--- config.mk ---
export PLATFORM = sky130hd
export DESIGN_NAME = demux_rr_dispatcher
export DESIGN_NICKNAME = d
export VERILOG_FILES = /design/src/rtl/dispatch_pkg.sv /design/src/rtl/rr_pick4.sv /design/src/rtl/demux_rr_dispatcher.sv
export SDC_FILE = /design/constraint.sdc
export NUM_CORES = 1
export LEC_CHECK = 0
export CAP_MARGIN = 20
export CORE_ASPECT_RATIO = 1.2
export CORE_MARGIN = 3
export CORE_UTILIZATION = 40
export CTS_CLUSTER_SIZE = 14
export DETAILED_ROUTE_END_ITERATION = 16
export PLACE_DENSITY = 0.85
export SYNTH_ARGS = -nofsm -noshare
export SYNTH_HDL_FRONTEND = slang
export SYNTH_HIERARCHICAL = 1
export SYNTH_SLANG_ARGS = --single-unit
--- constraint.sdc ---
create_clock -name clk -period 1.9 [get_ports clk]
set_clock_uncertainty 0.05 [all_clocks]
set_input_delay 0.285 -clock clk [delete_from_list [all_inputs] [get_ports clk]]
set_output_delay 0.285 -clock clk [all_outputs]
set_load 0.02 [all_outputs]
--- src/rtl/dispatch_pkg.sv ---
// Shared constants and types for the round-robin / directed beat dispatcher.
package dispatch_pkg;

  localparam int unsigned CH_N  = 4;
  localparam int unsigned CNT_W = 16;

  // Dispatcher FSM: StIdle holds nothing, StHold owns one beat in the output register.
  typedef enum logic {
    StIdle = 1'b0,
    StHold = 1'b1
  } state_e;

  localparam logic MODE_RR  = 1'b0;
  localparam logic MODE_DIR = 1'b1;

  // Channel index to one-hot valid vector.
  function automatic logic [CH_N-1:0] ch_onehot(input logic [1:0] idx);
    ch_onehot      = '0;
    ch_onehot[idx] = 1'b1;
  endfunction

endpackage

--- src/rtl/rr_pick4.sv ---
// Four-way round-robin picker: first set mask bit scanning ptr+1, ptr+2, ptr+3, ptr.
module rr_pick4 (
  input  logic [3:0] mask,
  input  logic [1:0] ptr,
  output logic [1:0] sel,
  output logic       any
);

  logic [1:0] idx;
  logic       found;

  // Rotating priority scan; sel falls back to ptr when nothing is enabled.
  always_comb begin
    sel   = ptr;
    idx   = '0;
    found = 1'b0;
    for (int k = 1; k <= 4; k++) begin
      idx = ptr + 2'(k);
      if (!found && mask[idx]) begin
        sel   = idx;
        found = 1'b1;
      end
    end
  end

  assign any = |mask;

endmodule

--- src/rtl/demux_rr_dispatcher.sv ---
// One-beat output-registered demux: steers each source beat to one of four channels,
// either round-robin over the enabled channels or directed by in_dest.
// Optional per-channel handshake counters are built when DISPATCH_STATS_EN is defined.
module demux_rr_dispatcher
  import dispatch_pkg::*;
#(
  parameter int unsigned DATA_W = 8
) (
  input  logic              clk,
  input  logic              rst,
  input  logic              in_valid,
  input  logic [DATA_W-1:0] in_data,
  input  logic [1:0]        in_dest,
  output logic              in_ready,
  input  logic              mode,
  input  logic [3:0]        ch_en,
  output logic [3:0]        out_valid,
  output logic [DATA_W-1:0] out_data,
  input  logic [3:0]        out_ready,
`ifdef DISPATCH_STATS_EN
  input  logic              stat_clr,
  output logic [63:0]       stat_cnt,
`endif
  output logic              drop
);

  state_e            state_q, state_d;
  logic [1:0]        sel_q;
  logic [1:0]        ptr_q;
  logic [DATA_W-1:0] data_q;
  logic              drop_q;

  logic [1:0] rr_sel;
  logic       rr_any;
  logic       held_acc;
  logic       rr_blocked;
  logic [1:0] cap_ch;
  logic       xfer;
  logic       dir_drop;
  logic       load;

  rr_pick4 u_rr_pick4 (
    .mask (ch_en),
    .ptr  (ptr_q),
    .sel  (rr_sel),
    .any  (rr_any)
  );

  // Handshake decode: held-beat acceptance, source transfer, capture channel and drop.
  always_comb begin
    held_acc   = (state_q == StHold) && out_ready[sel_q];
    rr_blocked = (mode == MODE_RR) && !rr_any;
    cap_ch     = (mode == MODE_DIR) ? in_dest : rr_sel;
    // Reset forces ready low so no beat is taken while the block is being cleared.
    in_ready   = !rst && ((state_q == StIdle) || held_acc) && !rr_blocked;
    xfer       = in_valid && in_ready;
    dir_drop   = xfer && (mode == MODE_DIR) && !ch_en[in_dest];
    load       = xfer && !dir_drop;
  end

  // State register.
  always_ff @(posedge clk) begin
    if (rst) begin
      state_q <= StIdle;
    end else begin
      state_q <= state_d;
    end
  end

  // Next state: a new load always wins; otherwise an accepted beat empties the register.
  always_comb begin
    state_d = state_q;
    unique case (state_q)
      StIdle: if (load) state_d = StHold;
      StHold: begin
        if (load) begin
          state_d = StHold;
        end else if (held_acc) begin
          state_d = StIdle;
        end
      end
      default: state_d = StIdle;
    endcase
  end

  // Outputs: valid only while a beat is held; data bus keeps the last beat after delivery.
  always_comb begin
    out_valid = (state_q == StHold) ? ch_onehot(sel_q) : 4'b0000;
    out_data  = data_q;
    drop      = drop_q;
  end

  // Datapath registers: captured beat, its channel, round-robin pointer, drop pulse.
  always_ff @(posedge clk) begin
    if (rst) begin
      data_q <= '0;
      sel_q  <= '0;
      ptr_q  <= 2'd3;
      drop_q <= 1'b0;
    end else begin
      drop_q <= dir_drop;
      if (load) begin
        data_q <= in_data;
        sel_q  <= cap_ch;
      end
      // Directed traffic leaves the round-robin position untouched.
      if (xfer && (mode == MODE_RR)) begin
        ptr_q <= rr_sel;
      end
    end
  end

`ifdef DISPATCH_STATS_EN
  logic [CNT_W-1:0] cnt_q [CH_N];

  // Per-channel output handshake counters; clear has priority over counting.
  always_ff @(posedge clk) begin
    if (rst || stat_clr) begin
      for (int i = 0; i < CH_N; i++) begin
        cnt_q[i] <= '0;
      end
    end else if (held_acc) begin
      cnt_q[sel_q] <= cnt_q[sel_q] + CNT_W'(1);
    end
  end

  // Pack counters with channel 0 in the low bits.
  always_comb begin
    stat_cnt = '0;
    for (int i = 0; i < CH_N; i++) begin
      stat_cnt[i*CNT_W +: CNT_W] = cnt_q[i];
    end
  end
`endif

endmodule

==> report_table.html, run 1 <==
<table>
<tr><th>Metric</th><th>Value</th></tr>
<tr><th colspan="2">Finish</th></tr>
<tr><td>Layout Area Growth over Synthesis</td><td>67.79%</td></tr>
<tr><td>Layout cell share with drive strength beyond 1</td><td>31.01%</td></tr>
<tr><td>Number of non-filler instances in the completed layout</td><td>147</td></tr>
<tr><td>Nets</td><td>152</td></tr>
<tr><td>Number of fillers in the final layout</td><td>between 100 and 150</td></tr>
<tr><td>Inserted Diodes</td><td>0</td></tr>
<tr><td>Post-route cell area</td><td>~1300 um^2</td></tr>
<tr><th colspan="2">Global route</th></tr>
<tr><td>Number of antenna violations at the first check in global routing</td><td>0</td></tr>
<tr><td>Via count of the first global-routing pass</td><td>roughly 800</td></tr>
<tr><td>Global-route wire length before repair</td><td>around 3500 um</td></tr>
<tr><td>Total GRT Usage</td><td>20.51%</td></tr>
<tr><td>Largest net degree at the start of global routing</td><td>14</td></tr>
<tr><td>Overall overflow remaining after global route</td><td>0</td></tr>
<tr><th colspan="2">Detailed routing</th></tr>
<tr><td>DR WL/cell</td><td>around 16 um</td></tr>
<tr><td>Antenna-violating nets left</td><td>0</td></tr>
<tr><td>1st-pass router iterations</td><td>4</td></tr>
<tr><td>DRC viols</td><td>0</td></tr>
<tr><td>Mean number of vias per cell</td><td>between 5 and 6</td></tr>
<tr><td>Total routed wirelength</td><td>between 2000 and 2500 um</td></tr>
<tr><td>Total vias in the final route</td><td>around 800</td></tr>
<tr><td>Violation count after the first detailed-routing iteration</td><td>18</td></tr>
<tr><th colspan="2">Placement</th></tr>
<tr><td>PortBufs</td><td>35</td></tr>
<tr><td>HPWL Detailed</td><td>roughly 1800 um</td></tr>
<tr><td>Total placed cells including tap cells</td><td>~140</td></tr>
<tr><td>Area post-placement</td><td>around 1300 um^2</td></tr>
<tr><td>Placer Congestion</td><td>about 0.8</td></tr>
<tr><th colspan="2">Logic synthesis</th></tr>
<tr><td>Synth warn</td><td>6</td></tr>
<tr><td>Area of the mapped netlist</td><td>about 800 um^2</td></tr>
<tr><td>Cell count after synthesis</td><td>just under 80</td></tr>
<tr><td>Largest area contributor in the synthesized netlist</td><td>dfxtp_1</td></tr>
<tr><td>Syn_nets</td><td>100</td></tr>
<tr><td>Count of state elements after synthesis</td><td>14</td></tr>
<tr><td>Most instantiated flip-flop cell in the synthesis netlist</td><td>dfxtp_1</td></tr>
<tr><td>Part of the Yosys area used for sequential elements</td><td>a little over a third</td></tr>
<tr><td>Synth top area share</td><td>around 36%</td></tr>
<tr><td>Largest cells by area after synthesis</td><td>dfxtp_1 (36%), mux2_4 (14%), mux2i_1 (9.0%)</td></tr>
<tr><td>Most instantiated library cell after synthesis</td><td>dfxtp_1</td></tr>
<tr><td>EDFF count, synth</td><td>0</td></tr>
<tr><td>Share of flip-flops with an asynchronous set or reset after synthesis</td><td>0%</td></tr>
<tr><td>Unique cell type count in the Yosys netlist</td><td>28</td></tr>
<tr><td>Post-synth top cells</td><td>dfxtp_1 (14), nor2b_1 (9), mux2_4 (7), mux2i_1 (7), a21oi_1 (5)</td></tr>
<tr><td>Average cell area after synthesis</td><td>9.961 um^2</td></tr>
<tr><th colspan="2">Clock tree</th></tr>
<tr><td>Master cell of the clock root buffer</td><td>clkbuf_4</td></tr>
<tr><td>TritonCTS clock tree</td><td>done</td></tr>
<tr><td>CTS Buf Count</td><td>3</td></tr>
<tr><td>Max clock buf depth</td><td>2</td></tr>
<tr><td>Count of clock tree sinks</td><td>14</td></tr>
<tr><td>Clk pin slew, worst setup/hold paths</td><td>~0.08 ns</td></tr>
<tr><td>Number of H-tree branching levels</td><td>1</td></tr>
<tr><td>Insertion delay of the later-clocked pin in the worst-skew pair</td><td>about 0.28 ns</td></tr>
<tr><td>Hold Buf Count CTS</td><td>0</td></tr>
<tr><th colspan="2">Floorplanning</th></tr>
<tr><td>I/O pin cnt</td><td>36</td></tr>
<tr><td># rows</td><td>16</td></tr>
<tr><td>Vertical die dimension</td><td>between 50 and 60 um</td></tr>
<tr><td>Horizontal die dimension</td><td>about 46 um</td></tr>
<tr><td>Area enclosed by the die boundary</td><td>between 2000 and 3000 um^2</td></tr>
<tr><td>Core Box Area</td><td>1722 um^2</td></tr>
<tr><td>Effective utilization at floorplan</td><td>about 45%</td></tr>
<tr><th colspan="2">Min path</th></tr>
<tr><td>Worst hold path startpoint</td><td>sel_q[1]$_SDFFE_PP0P_</td></tr>
<tr><td>Type of the most critical hold path</td><td>flop to flop</td></tr>
<tr><td>WHS Endpoint</td><td>sel_q[1]$_SDFFE_PP0P_</td></tr>
<tr><td>Hold-critical path depth</td><td>2</td></tr>
<tr><th colspan="2">Worst setup path</th></tr>
<tr><td>Type of element capturing the critical path</td><td>flop</td></tr>
<tr><td>Critical path cell sequence</td><td>clkdlybuf4s50_1, mux2i_2, a221o_1, buf_4, or3_2, a21oi_1</td></tr>
<tr><td>Slack of the worst reg-to-reg path</td><td>around 0.090 ns</td></tr>
<tr><td>Terminus of the critical flop-to-flop path</td><td>ptr_q[0]$_SDFFE_PP1P_</td></tr>
<tr><td>Slowest cell on the critical path</td><td>clkdlybuf4s50_1</td></tr>
<tr><td>Startpoint class of the critical path</td><td>input pin</td></tr>
<tr><td>Number of cells traversed by the worst register-to-register path</td><td>5</td></tr>
<tr><td>Data arrival time at the worst-slack endpoint</td><td>about 2.0 ns</td></tr>
<tr><td>Family with the most delay on the worst path</td><td>buffers and inverters</td></tr>
<tr><td>Setup Crit Path Kind</td><td>input pin to flop</td></tr>
<tr><td>Worst path required time</td><td>approximately 2.1 ns</td></tr>
<tr><td>Reg-to-reg startpoint</td><td>sel_q[1]$_SDFFE_PP0P_</td></tr>
<tr><td>Buffering stage count on the worst path with inverters included</td><td>2</td></tr>
<tr><td>Delay of the slowest cell on the worst path</td><td>0.47 ns</td></tr>
<tr><td>Highest fanout seen on the critical path</td><td>4</td></tr>
<tr><th colspan="2">STA</th></tr>
<tr><td>Max Transition Viols Final</td><td>0</td></tr>
<tr><td>RSZ-0062 raised after global routing</td><td>false</td></tr>
<tr><td>Hold slack final</td><td>just under 0.5 ns</td></tr>
<tr><td>Worst rel slew slack</td><td>about four fifths</td></tr>
<tr><td>Number of hold violations in the final report</td><td>0</td></tr>
<tr><td>Highest achievable clock rate</td><td>around 0.55 GHz</td></tr>
<tr><td>Setup violations, final</td><td>0</td></tr>
<tr><td>Tmin final</td><td>about 1.8 ns</td></tr>
<tr><td>Pin slew with the least headroom to its limit</td><td>between 0.2 and 0.3 ns</td></tr>
<tr><td>Total negative slack for setup checks</td><td>0 ns</td></tr>
<tr><td>Final critical-path share of the clock period</td><td>between 90% and 100%</td></tr>
<tr><th colspan="2">Power</th></tr>
<tr><td>Total power of the final layout</td><td>slightly above 800 uW</td></tr>
<tr><td>Total power per unit cell area</td><td>between 600 and 700 nW/um^2</td></tr>
<tr><td>Peak supply drop</td><td>0.4233 mV</td></tr>
<tr><td>Leak pwr</td><td>roughly 0.00062 uW</td></tr>
<tr><th colspan="2">Status</th></tr>
<tr><td>Status</td><td>finished clean</td></tr>
<tr><th colspan="2">Flow run</th></tr>
<tr><td>Number of max-cap violations</td><td>0</td></tr>
</table>
[placed cells by master (no fill, tap or decap), types with 3 or more instances in the layout]
cell type	n
nand2_1	4
buf_4	14
clkbuf_4	3
nor2b_1	9
a21oi_1	5
dfxtp_1	13
dlygate4sd2_1	8
mux2i_1	5
clkdlybuf4s50_1	25
mux2_4	7
nor2_1	4
[routing by layer]
layer / wire length, um / GRT usage [%] / share of wire (%)
met1: 850 / 22.38 / 37
met5: 0 / 0 / 0
met2: 1220 / 35.55 / 53
met3: 144 / 1.974 / 6.3
met4: 78 / 15.64 / 3.4
[where the power goes]
group | switching, uW | internal [uW] | leakage, uW | total, uW
clock | 98.6 | 117 | 0.0000210 | 215
sequential | 19.6 | 318 | 0.000116 | 338
combinational | 104 | 154 | 0.000483 | 258
total | 222 | 589 | 0.000620 | 811
[tightest hold or removal path, stage by stage (launching register included)]
cell and delay, ns:
dfxtp_1 0.35, nand2b_1 0.08, mux2i_1 0.06
[state kept, by name, indices dropped and copies added, names as in the netlist]
| register | flops |
|---|---|
| out_data | 8 |
| ptr_q | 2 |
| sel_q | 2 |
| drop | 1 |
| state_q | 1 |
[final cells by class]
class / count / area, um^2 / area share [%]
Clock buffer: 4 / 36.28 / 2.783
Inverter: 3 / 12.51 / 0.9597
Multi-Input combinational cell: 58 / 488.0 / 37.43
Sequential cell: 14 / 281.5 / 21.59
Tap cell: 18 / 22.52 / 1.727
Timing Repair Buffer: 50 / 462.9 / 35.51
[how the worst max path moves through the flow]
stage | start | end | slack (ns) | cells after the start
floorplan | mode | out_data[0]$_SDFFE_PP0P_ | 0.16 | 7
CTS | sel_q[0]$_SDFFE_PP0P_ | in_ready | -0.001 | 4
detailed placement | ch_en[0] | in_ready | -0.42 | 7
global route | state_q$_SDFF_PP0_ | out_valid[0] | 0.01 | 4
global placement | ch_en[0] | in_ready | -0.37 | 7
finish | out_ready[0] | ptr_q[0]$_SDFFE_PP1P_ | 0.08 | 6
[what timing repair did]
action	CTS	global route
resized for setup	13	5
setup buffers	0	0
endpoints found under the setup margin	15	13
hold endpoints to repair	0	0
pin swaps	2	1
[cell families (layout without fill, tap and decap cells)]
kind of cell,count (synthesis),in the layout,synth area share [%]
AND/OR/NAND/NOR,32,32,24.64
multiplexers,16,16,26.89
flip-flops,14,14,36.07
AO/OA/AOI/OAI,10,10,8.375
buffers and inverters,6,57,4.026
[stage by stage]
step | setup WS, ns | utilization, %
5_1_grt | 0.01277 | 75.73
4_1_cts | -0.001290 | 75.44
3_3_place_gp | -0.3696 | 72.97
3_5_place_dp | -0.4214 | 72.97
6_report | 0.08389 | 75.73
2_1_floorplan | 0.1562 | -
(Power assumes the default switching activity.)
==> inputs of run 2 (changes only) <==
- CORE_MARGIN: 3 -> default
==> report_table.html, run 2 (synthesis gave the netlist of run 1 again) <==
<table>
<tr><th>Metric</th><th>Value</th></tr>
<tr><th colspan="2">Power</th></tr>
<tr><td>Switching power share of the total</td><td>26.53% (-0.88 points)</td></tr>
<tr><td>Peak supply drop</td><td>0.4111 mV (-2.9%)</td></tr>
<tr><td>NetSw</td><td>209.9 uW (-5.6%)</td></tr>
<tr><td>Logic gate share of total power</td><td>31.0% (-0.8 points)</td></tr>
<tr><td>Relative contribution of the clock network to total power</td><td>26.4% (about the same)</td></tr>
<tr><td>Total power per unit cell area</td><td>620.4 nW/um^2 (-0.31%)</td></tr>
<tr><td>Internal power summed over all cells</td><td>581.2 uW (-1.3%)</td></tr>
<tr><td>Sequential Power Share</td><td>42.6% (+1.0 points)</td></tr>
<tr><td>Total power of the final layout</td><td>791.0 uW (-2.5%)</td></tr>
<tr><td>Leak pwr</td><td>0.0005950 uW (-4.0%)</td></tr>
<tr><th colspan="2">Min path</th></tr>
<tr><td>Type of the most critical hold path</td><td>input pin to flop</td></tr>
<tr><td>Worst hold path startpoint</td><td>in_dest[0]</td></tr>
<tr><th colspan="2">Clock tree</th></tr>
<tr><td>Max clock buf depth</td><td>2 (unchanged)</td></tr>
<tr><td>CTS Buf Count</td><td>3 (unchanged)</td></tr>
<tr><td>Clk pin slew, worst setup/hold paths</td><td>0.08 ns (about the same)</td></tr>
<tr><td>Master cell of the clock root buffer</td><td>clkbuf_4</td></tr>
<tr><td>Number of H-tree branching levels</td><td>1 (unchanged)</td></tr>
<tr><td>Hold Buf Count CTS</td><td>0 (unchanged)</td></tr>
<tr><td>Insertion delay of the later-clocked pin in the worst-skew pair</td><td>0.27 ns (about the same)</td></tr>
<tr><td>Count of clock tree sinks</td><td>14 (unchanged)</td></tr>
<tr><td>TritonCTS clock tree</td><td>done</td></tr>
<tr><th colspan="2">Worst setup path</th></tr>
<tr><td>Data arrival time at the worst-slack endpoint</td><td>1.50 ns (-0.47 ns)</td></tr>
<tr><td>Delay of the slowest cell on the worst path</td><td>0.50 ns (+0.03 ns)</td></tr>
<tr><td>Highest fanout seen on the critical path</td><td>3 (-1)</td></tr>
<tr><td>Slack of the worst reg-to-reg path</td><td>0.16 ns (+0.07 ns)</td></tr>
<tr><td>Startpoint class of the critical path</td><td>input pin</td></tr>
<tr><td>Setup Crit Path Kind</td><td>input pin to output pin</td></tr>
<tr><td>First element of the critical path</td><td>ch_en[3]</td></tr>
<tr><td>Critical path cell sequence</td><td>clkdlybuf4s50_1, nor2_1, nand2_1, o21bai_1, a221o_1, clkinv_2, buf_2</td></tr>
<tr><td>Type of element capturing the critical path</td><td>output pin</td></tr>
<tr><td>Slowest cell on the critical path</td><td>clkdlybuf4s50_1</td></tr>
<tr><td>Reg-to-reg startpoint</td><td>sel_q[0]$_SDFFE_PP0P_</td></tr>
<tr><td>Worst path required time</td><td>1.56 ns (-0.50 ns)</td></tr>
<tr><th colspan="2">Floorplanning</th></tr>
<tr><td># rows</td><td>17 (+1)</td></tr>
<tr><td>Vertical die dimension</td><td>50.28 um (-7.4%)</td></tr>
<tr><td>Core Box Area</td><td>1829 um^2 (+6.2%)</td></tr>
<tr><td>Effective utilization at floorplan</td><td>42.48% (-2.7 points)</td></tr>
<tr><td>Horizontal die dimension</td><td>42.24 um (-8.7%)</td></tr>
<tr><td>I/O pin cnt</td><td>36 (unchanged)</td></tr>
<tr><td>Area enclosed by the die boundary</td><td>2124 um^2 (-15%)</td></tr>
<tr><th colspan="2">Detailed routing</th></tr>
<tr><td>Mean number of vias per cell</td><td>5.252 (-1.8%)</td></tr>
<tr><td>Violation count after the first detailed-routing iteration</td><td>12 (-6)</td></tr>
<tr><td>Total vias in the final route</td><td>751 (-4.5%)</td></tr>
<tr><td>DRC viols</td><td>0 (unchanged)</td></tr>
<tr><td>Antenna-violating nets left</td><td>0 (unchanged)</td></tr>
<tr><td>1st-pass router iterations</td><td>4 (unchanged)</td></tr>
<tr><td>Total routed wirelength</td><td>1916 um (-16%)</td></tr>
<tr><td>DR WL/cell</td><td>13.40 um (-14%)</td></tr>
<tr><th colspan="2">Global route</th></tr>
<tr><td>Number of antenna violations at the first check in global routing</td><td>0 (unchanged)</td></tr>
<tr><td>Overall overflow remaining after global route</td><td>0 (unchanged)</td></tr>
<tr><td>Largest net degree at the start of global routing</td><td>14 (unchanged)</td></tr>
<tr><td>Via count of the first global-routing pass</td><td>749 (-8.4%)</td></tr>
<tr><td>Total GRT Usage</td><td>20.09% (-0.42 points)</td></tr>
<tr><td>Global-route wire length before repair</td><td>3201 um (-9.4%)</td></tr>
<tr><th colspan="2">STA</th></tr>
<tr><td>Final critical-path share of the clock period</td><td>96.75% (+1.2 points)</td></tr>
<tr><td>Total negative slack for setup checks</td><td>0 ns (unchanged)</td></tr>
<tr><td>Max Transition Viols Final</td><td>0 (unchanged)</td></tr>
<tr><td>Hold slack final</td><td>0.4540 ns (-0.02919 ns)</td></tr>
<tr><td>Highest achievable clock rate</td><td>0.5440 GHz (-1.2%)</td></tr>
<tr><td>Pin slew with the least headroom to its limit</td><td>0.3443 ns (+0.04602 ns)</td></tr>
<tr><td>RSZ-0062 raised after global routing</td><td>false</td></tr>
<tr><td>Setup violations, final</td><td>0 (unchanged)</td></tr>
<tr><td>Tmin final</td><td>1.838 ns (+0.02222 ns)</td></tr>
<tr><td>Worst rel slew slack</td><td>76.83% (-3.1 points)</td></tr>
<tr><td>Number of hold violations in the final report</td><td>0 (unchanged)</td></tr>
<tr><th colspan="2">Placement</th></tr>
<tr><td>Total placed cells including tap cells</td><td>139 (-2.8%)</td></tr>
<tr><td>Placer Congestion</td><td>0.8833 (+9.9%)</td></tr>
<tr><td>HPWL Detailed</td><td>1506 um (-17%)</td></tr>
<tr><td>PortBufs</td><td>35 (unchanged)</td></tr>
<tr><th colspan="2">Finish</th></tr>
<tr><td>Area of combinational cells with multiple inputs</td><td>494.2 um^2 (+1.3%)</td></tr>
<tr><td>Number of non-filler instances in the completed layout</td><td>143 (-2.7%)</td></tr>
<tr><td>Share of the core filled with cells in the final layout</td><td>69.70% (-6.0 points)</td></tr>
<tr><td>Leading cell types in the layout, fill and taps excluded</td><td>clkdlybuf4s50_1 (26), dfxtp_1 (13), buf_4 (9)</td></tr>
<tr><td>Layout Area Growth over Synthesis</td><td>64.09%</td></tr>
<tr><td>Sequential standard cell area</td><td>281.5 um^2 (unchanged)</td></tr>
<tr><td>Leading cell type in the layout, fill and taps excluded</td><td>clkdlybuf4s50_1</td></tr>
<tr><td>Nets</td><td>147 (-3.3%)</td></tr>
<tr><td>Number of fillers in the final layout</td><td>151 (+26%)</td></tr>
<tr><td>Inserted Diodes</td><td>0 (unchanged)</td></tr>
<tr><td>Layout cell share with drive strength beyond 1</td><td>29.84% (-1.2 points)</td></tr>
<tr><td>Max FFs per register</td><td>8 (unchanged)</td></tr>
<tr><th colspan="2">Status</th></tr>
<tr><td>Status</td><td>finished clean</td></tr>
<tr><th colspan="2">Flow run</th></tr>
<tr><td>Number of max-cap violations</td><td>0 (unchanged)</td></tr>
</table>
==> run 2: cell count changes in the layout (fill, tap and decap cells not counted), sizes merged <==
cell	delta
dlygate4sd2	-1
buf	-5
clkdlybuf4s50	+1
==> run 2: power by group through the flow <==
stage                     Combinational [uW]  Clock (uW)  Sequential, uW
after global routing                     263         233             341
final                                    245         209             337
after floorplan                         99.6           0             358
after global placement                   235           0             340
after detailed placement                 241           0             341
after CTS                                242         219             335
==> run 2: worst max-delay path, delay by kind of cell <==
kind	cells	cell delay (ns)
simple gates	2	0.12
compound gates	2	0.36
buf+inv	3	0.74
==> run 2: area by class of cell <==
type                    count  share of cell area, %
flip-flops and latches     14                  22.08
inverters                   3                 0.9814
clock buffers               4                  2.846
multi-input cells          58                  38.76
well taps                  19                  1.865
repair buffers             45                  33.46
==> run 2: routing by layer <==
| metal | GRT usage [%] | share of wire [%] |
|---|---|---|
| met1 | 20.71 | 37 |
| met2 | 37.44 | 55 |
| met3 | 1.079 | 5.3 |
| met4 | 14.58 | 2.5 |
| met5 | 0 | 0 |
==> run 2: final timing paths <==
path	endpoint	depth (start not counted)
worst min register to register	sel_q[1]$_SDFFE_PP0P_	2
worst max-delay path	in_ready	7
worst min-delay path	sel_q[0]$_SDFFE_PP0P_	3
worst max register to register	ptr_q[0]$_SDFFE_PP1P_	5
==> run 2: what timing repair did <==
action | 4_1_cts | 5_1_grt
setup buffers | 0 | 0
setup endpoints to repair | 12 | 9
gates cloned | 0 | 0
gates resized for setup | 14 | 5
pin swaps | 1 | 0
==> run 2: metrics by stage <==
stage | setup WS, ns | cell area (um^2)
5_1_grt | 0.004943 | 1275
2_1_floorplan | 0.1562 | 777.0
3_5_place_dp | -0.4027 | 1220
6_report | 0.06167 | 1275
3_3_place_gp | -0.3652 | 1220
4_1_cts | -0.007115 | 1260
==> inputs of run 3 (changes only) <==
- CAP_MARGIN: 20 -> default
==> results of run 3 <==
No change in the layout: final DEF, timing and power equal those of run 2.
